File: src/rtl/hazard_ctrl_pkg.sv
// Shared constants and helpers for the decode-stage hazard controller.
package hazard_ctrl_pkg;

   localparam int DEF_STAGES   = 3;
   localparam int DEF_AW       = 5;
   localparam int DEF_TW       = 4;
   localparam int DEF_MULT_LAT = 5;
   localparam int DEF_DIV_LAT  = 10;

   // Tuse value meaning "operand not read" at the default Tuse width
   localparam logic [DEF_TW-1:0] TUSE_UNUSED = '1;

   // Forward-select width: 0 = register file, k+1 = slot k
   function automatic int fwd_width(input int stages);
      return $clog2(stages + 1);
   endfunction

   function automatic int max_int(input int a, input int b);
      return (a > b) ? a : b;
   endfunction

endpackage

File: src/rtl/hazard_ctrl_slot.sv
// One scoreboard entry: holds an in-flight destination register, ages its
// Tnew for the next slot, and compares itself against the D-stage sources.
module hazard_slot #(
   parameter int AW = 5,
   parameter int TW = 4
) (
   input  logic          clk,
   input  logic          rst_n,
   input  logic          load_valid,
   input  logic [AW-1:0] load_addr,
   input  logic [TW-1:0] load_tnew,
   input  logic [AW-1:0] d_rs,
   input  logic [AW-1:0] d_rt,
   input  logic [TW-1:0] d_tuse_rs,
   input  logic [TW-1:0] d_tuse_rt,
   output logic          next_valid,
   output logic [AW-1:0] next_addr,
   output logic [TW-1:0] next_tnew,
   output logic          ready,
   output logic          match_rs,
   output logic          match_rt,
   output logic          haz_rs,
   output logic          haz_rt
);

   logic          valid;
   logic [AW-1:0] addr;
   logic [TW-1:0] tnew;

   // Capture whatever the previous stage (or the D stage) hands down
   always_ff @(posedge clk or negedge rst_n) begin
      if (!rst_n) begin
         valid <= 1'b0;
         addr  <= '0;
         tnew  <= '0;
      end else begin
         valid <= load_valid;
         addr  <= load_addr;
         tnew  <= load_tnew;
      end
   end

   assign next_valid = valid;
   assign next_addr  = addr;
   assign next_tnew  = (tnew == '0) ? '0 : tnew - TW'(1);

   assign ready    = (tnew == '0);
   assign match_rs = valid & (addr == d_rs) & (d_rs != '0);
   assign match_rt = valid & (addr == d_rt) & (d_rt != '0);
   assign haz_rs   = match_rs & (tnew > d_tuse_rs) & ~(&d_tuse_rs);
   assign haz_rt   = match_rt & (tnew > d_tuse_rt) & ~(&d_tuse_rt);

endmodule

File: src/rtl/hazard_ctrl.sv
// Decode-stage Tnew/Tuse hazard controller: scoreboard of in-flight writes,
// stall/forward generation, and mult/div busy tracking.
module hazard_ctrl
   import hazard_ctrl_pkg::*;
#(
   parameter int STAGES   = DEF_STAGES,
   parameter int AW       = DEF_AW,
   parameter int TW       = DEF_TW,
   parameter int MULT_LAT = DEF_MULT_LAT,
   parameter int DIV_LAT  = DEF_DIV_LAT,
   parameter int FW       = fwd_width(STAGES)
) (
   input  logic          clk,
   input  logic          rst_n,
   input  logic          d_valid,
   input  logic [AW-1:0] d_rs,
   input  logic [AW-1:0] d_rt,
   input  logic [TW-1:0] d_tuse_rs,
   input  logic [TW-1:0] d_tuse_rt,
   input  logic          d_wr_en,
   input  logic [AW-1:0] d_wr_addr,
   input  logic [TW-1:0] d_tnew,
   input  logic          d_md_start,
   input  logic          d_md_div,
   input  logic          d_md_use,
   output logic          stall,
   output logic [FW-1:0] fwd_rs_sel,
   output logic [FW-1:0] fwd_rt_sel,
   output logic          md_busy,
   output logic          md_done
);

   localparam int CW = $clog2(max_int(MULT_LAT, DIV_LAT) + 1);

   // Chain index k feeds slot k; index k+1 is slot k's aged contents
   logic          chain_valid [STAGES+1];
   logic [AW-1:0] chain_addr  [STAGES+1];
   logic [TW-1:0] chain_tnew  [STAGES+1];

   logic [STAGES-1:0] ready;
   logic [STAGES-1:0] match_rs;
   logic [STAGES-1:0] match_rt;
   logic [STAGES-1:0] haz_rs;
   logic [STAGES-1:0] haz_rt;

   logic          rs_haz;
   logic          rt_haz;
   logic          md_haz;
   logic          e_md;
   logic          e_md_div;
   logic [CW-1:0] md_cnt;

   assign chain_valid[0] = d_valid & d_wr_en & (d_wr_addr != '0) & ~stall;
   assign chain_addr[0]  = d_wr_addr;
   assign chain_tnew[0]  = d_tnew;

   for (genvar k = 0; k < STAGES; k++) begin : g_slot
      hazard_slot #(.AW(AW), .TW(TW)) u_slot (
         .clk        (clk),
         .rst_n      (rst_n),
         .load_valid (chain_valid[k]),
         .load_addr  (chain_addr[k]),
         .load_tnew  (chain_tnew[k]),
         .d_rs       (d_rs),
         .d_rt       (d_rt),
         .d_tuse_rs  (d_tuse_rs),
         .d_tuse_rt  (d_tuse_rt),
         .next_valid (chain_valid[k+1]),
         .next_addr  (chain_addr[k+1]),
         .next_tnew  (chain_tnew[k+1]),
         .ready      (ready[k]),
         .match_rs   (match_rs[k]),
         .match_rt   (match_rt[k]),
         .haz_rs     (haz_rs[k]),
         .haz_rt     (haz_rt[k])
      );
   end

   // Walk oldest to youngest so the youngest matching slot wins
   always_comb begin
      rs_haz     = 1'b0;
      rt_haz     = 1'b0;
      fwd_rs_sel = '0;
      fwd_rt_sel = '0;
      for (int k = STAGES - 1; k >= 0; k--) begin
         if (match_rs[k]) begin
            rs_haz     = haz_rs[k];
            fwd_rs_sel = ready[k] ? FW'(k + 1) : '0;
         end
         if (match_rt[k]) begin
            rt_haz     = haz_rt[k];
            fwd_rt_sel = ready[k] ? FW'(k + 1) : '0;
         end
      end
   end

   // Note a mult/div entering E and which latency it needs
   always_ff @(posedge clk or negedge rst_n) begin
      if (!rst_n) begin
         e_md     <= 1'b0;
         e_md_div <= 1'b0;
      end else begin
         e_md     <= d_valid & d_md_start & ~stall;
         e_md_div <= d_md_div;
      end
   end

   // Busy counter loads on E entry, counts down, and flags the final tick
   always_ff @(posedge clk or negedge rst_n) begin
      if (!rst_n) begin
         md_cnt  <= '0;
         md_done <= 1'b0;
      end else begin
         md_done <= ~e_md & (md_cnt == CW'(1));
         if (e_md) begin
            md_cnt <= e_md_div ? CW'(DIV_LAT) : CW'(MULT_LAT);
         end else if (md_cnt != '0) begin
            md_cnt <= md_cnt - CW'(1);
         end
      end
   end

   assign md_busy = (md_cnt != '0);
   assign md_haz  = d_valid & d_md_use & (md_busy | e_md);
   assign stall   = d_valid & (rs_haz | rt_haz | md_haz);

endmodule

File: config.mk
export PLATFORM = sky130hd
export DESIGN_NAME = hazard_ctrl
export DESIGN_NICKNAME = d
export VERILOG_FILES = /design/src/rtl/hazard_ctrl_pkg.sv /design/src/rtl/hazard_ctrl_slot.sv /design/src/rtl/hazard_ctrl.sv
export SDC_FILE = /design/constraint.sdc
export NUM_CORES = 1
export LEC_CHECK = 0
export CORE_MARGIN = 3
export CORE_UTILIZATION = 35
export DETAILED_ROUTE_END_ITERATION = 16
export SYNTH_ARGS = -nofsm -noshare
export SYNTH_HDL_FRONTEND = slang
export SYNTH_HIERARCHICAL = 1
export SYNTH_SLANG_ARGS = --single-unit
File: constraint.sdc
create_clock -name clk -period 6.5 [get_ports clk]
set_clock_uncertainty 0.05 [all_clocks]
set_input_delay 1.3 -clock clk [delete_from_list [all_inputs] [get_ports clk]]
set_output_delay 1.3 -clock clk [all_outputs]
set_load 0.01 [all_outputs]
==> flow_summary.yaml <==
synthesis:
  syn_nets: 317
  syn_area_per_cell_sq_um: 9.80
  syn_area_sq_um: 2510
  netlist_instances: 256
  yosys_warnings: 6
timing:
  slew_headroom_pct: 45.0
  period_needed_ps: 5380
  hold_violations: 0
  tns_ps: 0
  worst_pin_slew_ps: 825
  grt_setup_unrepaired: "no"
  slew_violations: 0
  fmax_ghz: 0.186
  setup_violations: 0
  period_share_pct: 82.8
worst_setup_path:
  cp-endpoint: "stall"
  cp-end-kind: "output pin"
  critPathKind: "in -> out"
  regToRegEndpoint: "g_slot[0].u_slot/next_valid"
  crit_chain: "clkdlybuf4s50_1 -> xnor2_2 -> nand2_1 -> a211oi_2 -> o2111a_1 -> nor4bb_1 -> o31a_1 -> clkdlybuf4s50_1"
  path_common_cell: "clkdlybuf4s50_1"
  crit_start: "d_rs[1]"
  rr_startpoint: "g_slot[2].u_slot/tnew[3]"
  r2r_cells: 8
  path_max_fanout: 6
  worstSetupStartpointType: "input port"
  r2r_setup_slack_ps: 4390
  arrival_ps: 4030
  max_stage_delay_ps: 760
  cp_slowest_cell: "clkdlybuf4s50_1"
  crit_required_ps: 5150
global_routing:
  grt_max_degree: 38
  grt_pass1_wl_microns: 9540
  grt-ovfl-total: 0
  antenna_found_initial: 0
  first_global_vias: 1974
  gr-usage-all-layers_pct: 14.5
routing:
  via_per_inst: 5.03
  routed_wl_microns: 5750
  first_pass_iters: 4
  vias: 2013
  antenna_left: 0
  drc: 0
  drtIter0Drc: 73
  wl_per_cell_microns: 14.4
floorplanning:
  ios: 41
  dieArea_sq_um: 8220
  rows: 30
  die_height_microns: 90.7
  die_width_microns: 90.7
  core_area_sq_um: 6870
  start_util_pct: 36.5
layout:
  drive_gt1_share_pct: 8.22
  area_growth_pct: 25.0
  antenna-diode-count: 0
  final_nets: 364
outcome:
  outcome: "finished, final reports clean"
clocking:
  numCtsBuffers: 5
  cts_resized: 0
  htreeDepth: 2
  path_clk_slew_ps: 70
  cts_hold_buf: 0
  clk_latency_ps: 290
  cts_sinks: 37
  cts_setup_buffers: 0
  cts_tree: "built"
  root_buffer: "clkbuf_8"
  clock_path_buffers: 2
power:
  clkPwrFrac_pct: 29.4
  sw_frac_of_total_pct: 29.8
  netSwitchingPower_uw: 198
  seqPwrFrac_pct: 43.7
  comb_power_share_pct: 26.9
  p_int_uw: 467
  power.leakage_uw: 0.00137
  powerDensity_nw_per_um2: 212
  total_power_uw: 665
  peakVddDrop_mv: 0.107
worst_hold_path:
  hp-class: "reg -> reg"
  holdPathStages: 0
placed_design:
  place.port_buffers: 40
  dpl.hpwl_microns: 4560
  place_congestion: 0.824
flow_run:
  drv_cap: 0
==> cells in the final DEF, fill, tap and decap left out, types with 8 or more instances in the layout <==
cell / count
nand2_1: 32
nand3_1: 9
inv_1: 32
ha_1: 27
o21ai_0: 11
clkdlybuf4s50_1: 39
dfrtp_1: 37
nor2_1: 14
xnor2_1: 23
a21oi_1: 8
==> power groups by stage <==
| stage | registers, uW | logic [uW] | clock network, uW |
|---|---|---|---|
| 3_3_place_gp | 296 | 175 | 0 |
| 6_report | 291 | 179 | 195 |
| 3_5_place_dp | 296 | 179 | 0 |
| 5_1_grt | 296 | 201 | 210 |
| 4_1_cts | 291 | 180 | 203 |
| 2_1_floorplan | 287 | 117 | 0 |
==> per-layer routing <==
layer / share of wire, % / wire length [microns] / vias to the layer above / global-route usage, %
li1: - / - / 1004 / -
met1: 50 / 2870 / 953 / 20.5
met2: 44 / 2530 / 50 / 22.3
met3: 4.9 / 282 / 6 / 2.92
met4: 1.1 / 65 / 0 / 4.46
met5: 0 / 0 / - / 0
==> stage by stage <==
step                      util [%]  std cells  worst slack [ps]  instance area (sq um)  hold slack [ps]
after global routing          45.6        400               961                   3140              390
after global placement        44.0        392              1170                   3020              356
after floorplan                  -        256              2330                   2510              324
after CTS                     45.6        400              1140                   3140              381
after detailed placement      44.0        392              1150                   3020              355
final                         45.6        400              1120                   3140              374
==> worst max-delay path, delay by kind of cell <==
family | cells | cell delay, ps
buf+inv | 2 | 1310
compound gates | 3 | 710
simple gates | 2 | 550
xor+xnor | 1 | 170
==> cell type report <==
class | count | area, sq um
Multi-Input combinational cell | 187 | 1460
Timing Repair Buffer | 40 | 395
Fill cell | 637 | 3730
Sequential cell | 37 | 926
Inverter | 32 | 120
Clock inverter | 2 | 38.8
Clock buffer | 6 | 72.6
Tap cell | 96 | 120
==> worst min path at each step <==
stage | slack (ps) | from | endpoint
detailed placement | 350 | g_slot[0].u_slot/next_valid | g_slot[1].u_slot/next_valid
CTS | 380 | g_slot[0].u_slot/next_valid | g_slot[1].u_slot/next_valid
global placement | 360 | g_slot[1].u_slot/next_valid | g_slot[2].u_slot/next_valid
global route | 390 | g_slot[1].u_slot/next_valid | g_slot[2].u_slot/next_valid
finish | 370 | g_slot[1].u_slot/next_valid | g_slot[2].u_slot/next_valid
floorplan | 320 | g_slot[0].u_slot/next_valid | g_slot[1].u_slot/next_valid
==> sequential cells by signal, indices dropped and copies added (netlist names) <==
register                  cells
g_slot.u_slot/tnew           12
e_md                          1
md_done                       1
e_md_div                      1
g_slot.u_slot/next_addr      15
g_slot.u_slot/next_valid      3
md_cnt                        4
(Power assumes the default switching activity.)
